`src/rtl/fir_pkg.sv`:
```
// Shared FIR definitions: default widths, sequencer state encoding and the
// round/shift/saturate helper used by the sequential FIR engines.
package fir_pkg;

  localparam int DATA_W_DEF    = 8;
  localparam int COEF_W_DEF    = 8;
  localparam int TAPS_DEF      = 16;
  localparam int OUT_SHIFT_DEF = 7;

  typedef enum logic [1:0] {
    ST_IDLE  = 2'd0,
    ST_MAC   = 2'd1,
    ST_ROUND = 2'd2,
    ST_HOLD  = 2'd3
  } fir_state_e;

  // Half-up rounding, arithmetic shift, then clip to a data_w-bit signed range.
  function automatic logic signed [63:0] sat_round(input logic signed [63:0] acc,
                                                   input int shift,
                                                   input int data_w);
    logic signed [63:0] tmp;
    logic signed [63:0] hi;
    logic signed [63:0] lo;
    tmp = acc;
    if (shift > 0) begin
      tmp = (acc + (64'sd1 <<< (shift - 1))) >>> shift;
    end
    hi = (64'sd1 <<< (data_w - 1)) - 64'sd1;
    lo = -(64'sd1 <<< (data_w - 1));
    if (tmp > hi) begin
      tmp = hi;
    end else if (tmp < lo) begin
      tmp = lo;
    end
    return tmp;
  endfunction

endpackage

```
`src/rtl/fir_delay_line.sv`:
```
// Circular sample buffer: one write per accepted sample at the internal write
// pointer, one combinational indexed read for the MAC loop.
module fir_delay_line
  import fir_pkg::*;
#(
  parameter int DATA_W = DATA_W_DEF,
  parameter int TAPS   = TAPS_DEF,
  localparam int AW    = $clog2(TAPS)
) (
  input  logic                     clk,
  input  logic                     rst,
  input  logic                     we,
  input  logic signed [DATA_W-1:0] wdata,
  input  logic        [AW-1:0]     raddr,
  output logic signed [DATA_W-1:0] rdata,
  output logic        [AW-1:0]     wp
);

  logic signed [DATA_W-1:0] line_q [TAPS];
  logic signed [DATA_W-1:0] line_d [TAPS];
  logic        [AW-1:0]     wp_q;
  logic        [AW-1:0]     wp_d;

  // TAPS is a power of two, so the pointer wraps without an explicit modulo.
  always_comb begin
    line_d = line_q;
    wp_d   = wp_q;
    if (we) begin
      line_d[wp_q] = wdata;
      wp_d         = wp_q + 1'b1;
    end
  end

  always_ff @(posedge clk) begin
    if (rst) begin
      for (int i = 0; i < TAPS; i++) begin
        line_q[i] <= '0;
      end
      wp_q <= '0;
    end else begin
      line_q <= line_d;
      wp_q   <= wp_d;
    end
  end

  assign rdata = line_q[raddr];
  assign wp    = wp_q;

endmodule

```
`src/rtl/fir_mac_sequencer.sv`:
```
// Time-multiplexed FIR: one multiplier and accumulator stepped over TAPS
// coefficients per accepted sample, with valid/ready on both sides.
//   state | meaning
//   IDLE  | ready for a sample; coefficient writes honoured
//   MAC   | one tap per cycle, k = 0..TAPS-1
//   ROUND | round, shift and saturate acc into out_sample
//   HOLD  | out_valid high until out_ready
module fir_mac_sequencer
  import fir_pkg::*;
#(
  parameter int DATA_W    = DATA_W_DEF,
  parameter int COEF_W    = COEF_W_DEF,
  parameter int TAPS      = TAPS_DEF,
  parameter int OUT_SHIFT = OUT_SHIFT_DEF,
  localparam int AW       = $clog2(TAPS),
  localparam int ACC_W    = DATA_W + COEF_W + AW
) (
  input  logic                     clk,
  input  logic                     rst,
  input  logic                     in_valid,
  output logic                     in_ready,
  input  logic signed [DATA_W-1:0] in_sample,
  output logic                     out_valid,
  input  logic                     out_ready,
  output logic signed [DATA_W-1:0] out_sample,
  input  logic                     coef_we,
  input  logic        [AW-1:0]     coef_addr,
  input  logic signed [COEF_W-1:0] coef_data,
  output logic                     busy
);

  fir_state_e               state_q, state_d;
  logic        [AW-1:0]     k_q, k_d;
  logic        [AW-1:0]     base_q, base_d;
  logic signed [ACC_W-1:0]  acc_q, acc_d;
  logic signed [DATA_W-1:0] out_sample_q, out_sample_d;
  logic                     out_valid_q, out_valid_d;
  logic                     in_ready_q, in_ready_d;
  logic                     busy_q, busy_d;
  logic signed [COEF_W-1:0] coef_q [TAPS];
  logic signed [COEF_W-1:0] coef_d [TAPS];

  logic                            line_we;
  logic        [AW-1:0]            rd_addr;
  logic signed [DATA_W-1:0]        rd_data;
  logic        [AW-1:0]            wp;
  logic signed [DATA_W+COEF_W-1:0] prod;
  logic signed [ACC_W-1:0]         prod_ext;

  assign line_we  = (state_q == ST_IDLE) && in_ready_q && in_valid;
  assign rd_addr  = base_q - k_q;
  assign prod     = rd_data * coef_q[k_q];
  assign prod_ext = ACC_W'(prod);

  fir_delay_line #(
    .DATA_W (DATA_W),
    .TAPS   (TAPS)
  ) u_line (
    .clk   (clk),
    .rst   (rst),
    .we    (line_we),
    .wdata (in_sample),
    .raddr (rd_addr),
    .rdata (rd_data),
    .wp    (wp)
  );

  always_comb begin
    state_d      = state_q;
    k_d          = k_q;
    base_d       = base_q;
    acc_d        = acc_q;
    out_sample_d = out_sample_q;
    out_valid_d  = out_valid_q;
    coef_d       = coef_q;

    // Writes outside IDLE are dropped; an IDLE write lands before the MAC reads it.
    if (coef_we && (state_q == ST_IDLE)) begin
      coef_d[coef_addr] = coef_data;
    end

    case (state_q)
      ST_IDLE: begin
        if (line_we) begin
          acc_d   = '0;
          k_d     = '0;
          base_d  = wp;
          state_d = ST_MAC;
        end
      end
      ST_MAC: begin
        acc_d = acc_q + prod_ext;
        k_d   = k_q + 1'b1;
        if (k_q == AW'(TAPS - 1)) begin
          state_d = ST_ROUND;
        end
      end
      ST_ROUND: begin
        out_sample_d = DATA_W'(sat_round(64'(acc_q), OUT_SHIFT, DATA_W));
        out_valid_d  = 1'b1;
        state_d      = ST_HOLD;
      end
      ST_HOLD: begin
        if (out_ready) begin
          out_valid_d = 1'b0;
          state_d     = ST_IDLE;
        end
      end
      default: state_d = ST_IDLE;
    endcase

    in_ready_d = (state_d == ST_IDLE);
    busy_d     = (state_d != ST_IDLE);
  end

  always_ff @(posedge clk) begin
    if (rst) begin
      state_q      <= ST_IDLE;
      k_q          <= '0;
      base_q       <= '0;
      acc_q        <= '0;
      out_sample_q <= '0;
      out_valid_q  <= 1'b0;
      in_ready_q   <= 1'b0;
      busy_q       <= 1'b0;
      for (int i = 0; i < TAPS; i++) begin
        coef_q[i] <= '0;
      end
    end else begin
      state_q      <= state_d;
      k_q          <= k_d;
      base_q       <= base_d;
      acc_q        <= acc_d;
      out_sample_q <= out_sample_d;
      out_valid_q  <= out_valid_d;
      in_ready_q   <= in_ready_d;
      busy_q       <= busy_d;
      coef_q       <= coef_d;
    end
  end

  assign in_ready   = in_ready_q;
  assign out_valid  = out_valid_q;
  assign out_sample = out_sample_q;
  assign busy       = busy_q;

endmodule

```
`config.mk`:
```
export PLATFORM = sky130hd
export DESIGN_NAME = fir_mac_sequencer
export DESIGN_NICKNAME = d
export VERILOG_FILES = /design/src/rtl/fir_pkg.sv /design/src/rtl/fir_delay_line.sv /design/src/rtl/fir_mac_sequencer.sv
export SDC_FILE = /design/constraint.sdc
export NUM_CORES = 1
export LEC_CHECK = 0
export CORE_ASPECT_RATIO = 2
export CORE_MARGIN = 3
export CORE_UTILIZATION = 37
export DETAILED_ROUTE_END_ITERATION = 16
export PLACE_DENSITY = 0.56
export SYNTH_ARGS = -nofsm -noshare
export SYNTH_HDL_FRONTEND = slang
export SYNTH_SLANG_ARGS = --single-unit
```
`constraint.sdc`:
```
create_clock -name clk -period 11.1 [get_ports clk]
set_input_delay 1.665 -clock clk [delete_from_list [all_inputs] [get_ports clk]]
set_output_delay 1.665 -clock clk [all_outputs]
set_load 0.005 [all_outputs]
```
==> metrics.md <==
| Metric | Value |
|---|---|
| Core ar. | 0.0458 sq mm |
| Ant diodes | 0 |
| Share of cells above drive strength 1 | 9.99% |
| Clk pin slew, worst setup/hold paths | 0.07 ns |
| Latest clock arrival within the worst-skew pair | 0.56 ns |
| Maximum vdd drop | 0.155 mV |
| Post-cts sizing count | 0 |
| Slowest CP cell | fa_2 |
| Initial antenna violation count | 0 |
| Worst Hold Path EP | coef_q[84]$_SDFFE_PP0P_ |
| DP Area | 0.0179 sq mm |
| Worst Setup End Kind | flop |
| MaxCap Viol Count | 0 |
| Setup CP Type | flop to flop |
| Layout net count | 1861 |
| Postcts setup bufs | 0 |
| Vias | 11900 |
| Post-CTS Hold Fix Bufs | 0 |
| Root buffer cell | clkbuf_16 |
| First-pass GRT wire length | 70400 microns |
| Final instance area | 0.0188 sq mm |
| Count leader, synth | nor2_1 |
| Max transition margin | 33.2% |
| Worst reg2reg path depth | 24 |
| Fill count | 4532 |
| CP cell instances | buf_4, ha_1, inv_1, fa_2, buf_4, mux4_2, mux2i_1, mux2i_1, nand2b_1, fa_1, fa_1, inv_1, fa_1, fa_1, inv_1, fa_1, inv_1, ha_1, o21ai_0, o21ai_0, a21oi_1, a211o_1, mux2_2, o311ai_0 |
| Top post-synthesis cells by area | dfxtp_1 (35%), mux2i_1 (15%), fa_1 (11%), mux4_2 (7.9%), nor2_1 (6.7%) |
| DRC errors left | 0 |
| Req. time, crit path | 11.52 ns |
| Die Height | 310 microns |
| CP startpoint kind | flop |
| Crit path largest cell delay | 0.81 ns |
| RSZ-0062 raised after global routing | false |
| Arrival @ worst endpoint | 9.01 ns |
| Register Area | 0.00603 sq mm |
| Hold Path Depth | 2 |
| Power per cell area | 121 mW/mm^2 |
| Sink Count | 301 |
| Multi-input gate area | 0.0102 sq mm |
| CTS tree | built |
| Mapped Cells | 1709 |
| F_max | 116 MHz |
| GPL Wtd Cong | 0.837 |
| Worst r2r dst | acc_q[19]$_SDFFE_PP0P_ |
| Warnings, synthesis | 0 |
| DRT iter0 DRCs | 604 |
| Syn nets | 1878 |
| DRT Pass-1 Iters | 5 |
| Most frequent CP cell | fa_1 |
| Htree depth | 1 |
| Wirelength per Cell | 19.2 microns |
| Max Fanout on Critical Path | 37 |
| Cell taking the most area after synthesis | dfxtp_1 |
| Worst flop-to-flop path startpoint | k_q[0]$_SDFFE_PP0P_ |
| Slew Limit Fails | 0 |
| LEAKAGE | 8.44 nW |
| Final hold violation count | 0 |
| Number of core rows | 111 |
| HPWL after DPL | 31800 microns |
| Die ar. | 0.0491 sq mm |
| EDFF count, synth | 0 |
| Yosys reg bits | 301 |
| Post-synth top area share | 35.1% |
| Synth-to-layout area growth | 9.72% |
| Final Setup Violations | 0 |
| Number of port buffers | 35 |
| Clock Path Buffers | 3 |
| Hold Startpoint | coef_q[84]$_SDFFE_PP0P_ |
| DR WL met3 | 1020 microns |
| Reg2reg setup slack | 2.51 ns |
| Post-Route Skew | 0.0122 ns |
| Post-synth ARST share | 0% |
| Die W | 158 microns |
| Routed Antenna Nets | 0 |
| Overall routing resource usage | 18.2% |
| Avg Vias per Cell | 5.22 |
| Worst-margin pin slew | 1.00 ns |
| Top Layer Used | met4 |
| Count of different cell masters after synthesis | 59 |
| Most common flop cell mapped by yosys | dfxtp_1 |
| Wire length on met1 | 15700 microns |
| Fin crit share | 77.4% |
| Total CTS buffers | 28 |
| Sum Neg Setup Slack | 0 ns |
| Synth top cells by count | nor2_1 (308), dfxtp_1 (301), mux2i_1 (255) |
| Io pins | 36 |
| Routed wire length | 43700 microns |
| Syn_area_per_cell | 10.0 sq um |
| Overflow after GRT | 0 |
| Met2 wire length | 25400 microns |
| Vias in the first global route | 12700 |
| Synthesized area | 0.0172 sq mm |
| Initial Util | 37.4% |
| Tmin final | 8.59 ns |
| Outcome | finished, final reports clean |
| Seq/Total Area, Yosys | 35.1% |
| Largest net degree at the start of global routing | 141 |
| Worst Hold Class | flop to flop |
[report_power, final]
part | internal, mW | switching (mW)
combinational | 0.0634 | 0.118
sequential | 1.09 | 0.00686
clock | 0.562 | 0.439
total | 1.72 | 0.564
[state kept, by name, indices dropped and copies added, names as in the netlist, 2 cells and up]
name	count
coef_q	128
u_line.line_q	128
acc_q	20
out_sample	8
base_q	4
k_q	4
u_line.wp	4
state_q	2
[critical path: cells and delay by family (launching register included)]
| family | cells | cell delay (ns) |
|---|---|---|
| AO/OA/AOI/OAI | 5 | 1.13 |
| AND/OR/NAND/NOR | 1 | 0.15 |
| adder cells (fa/ha/maj) | 8 | 3.98 |
| buffers and inverters | 6 | 1.27 |
| flip-flops | 1 | 0.31 |
| multiplexers | 4 | 1.54 |
[stage by stage]
| step | power [mW] | instances | worst slack (ns) | util (%) | hold slack, ns |
|---|---|---|---|---|---|
| 6_report | 2.28 | 2277 | 2.51 | 41.1 | 0.456 |
| 5_1_grt | 2.36 | 2277 | 1.98 | 41.1 | 0.472 |
| 4_1_cts | 2.31 | 2277 | 2.44 | 41.1 | 0.456 |
| 3_5_place_dp | 1.31 | 2227 | 2.46 | 39.0 | 0.447 |
| 3_3_place_gp | 1.30 | 2227 | 2.53 | 39.0 | 0.439 |
| 2_1_floorplan | 1.25 | 1709 | 3.44 | - | 0.432 |
[placed cells by master, fill, tap and decap left out, types with 5 or more instances in the layout]
cell type | Yosys | layout
nor2_1 | 308 | 308
dfxtp_1 | 301 | 300
mux2i_1 | 255 | 255
inv_1 | 120 | 120
nand2_1 | 116 | 116
fa_1 | 90 | 89
mux4_2 | 60 | 60
a21oi_1 | 59 | 59
nand3_1 | 54 | 54
ha_1 | 54 | 54
clkdlybuf4s50_1 | 0 | 34
clkbuf_16 | 0 | 28
xnor2_1 | 23 | 23
nor2b_1 | 20 | 20
nand2b_1 | 18 | 18
buf_4 | 2 | 16
nand3_2 | 12 | 12
nor3_1 | 9 | 9
a211oi_1 | 9 | 9
xor2_1 | 8 | 8
clkinv_2 | 0 | 8
mux2_2 | 7 | 7
nor2_4 | 7 | 7
a21o_1 | 6 | 6
mux4_1 | 6 | 6
o21ai_0 | 6 | 6
a22oi_1 | 5 | 5
[layer usage]
| layer | vias to the layer above | track usage (%) |
|---|---|---|
| li1 | 5712 | - |
| met1 | 5951 | 18.8 |
| met2 | 173 | 36.7 |
| met3 | 61 | 1.61 |
| met4 | 0 | 6.99 |
| met5 | - | 0 |
[cells by family after synthesis]
logic type | count (synthesis) | synth area share [%]
mux | 328 | 24.1
fa+ha+maj | 144 | 14.4
compound gates | 115 | 4.36
flops | 301 | 35.1
xor+xnor | 32 | 1.68
simple gates | 569 | 14.9
buf+inv | 220 | 5.32
[worst max path at each step]
stage | from | to
after floorplan | k_q[1]$_SDFFE_PP0P_ | acc_q[19]$_SDFFE_PP0P_
after global placement | k_q[0]$_SDFFE_PP0P_ | acc_q[19]$_SDFFE_PP0P_
after detailed placement | k_q[0]$_SDFFE_PP0P_ | acc_q[19]$_SDFFE_PP0P_
after CTS | k_q[0]$_SDFFE_PP0P_ | acc_q[19]$_SDFFE_PP0P_
after global routing | k_q[0]$_SDFFE_PP0P_ | acc_q[19]$_SDFFE_PP0P_
final | k_q[0]$_SDFFE_PP0P_ | acc_q[19]$_SDFFE_PP0P_
[area by class of cell]
cell class / count / area share (%)
Clock buffer: 36 / 4.10
Tap cell: 565 / 3.76
Inverter: 122 / 2.43
Timing Repair Buffer: 51 / 2.53
Multi-Input combinational cell: 1188 / 54.3
Sequential cell: 301 / 32.0
Clock inverter: 14 / 0.871
(Power assumes the default switching activity.)
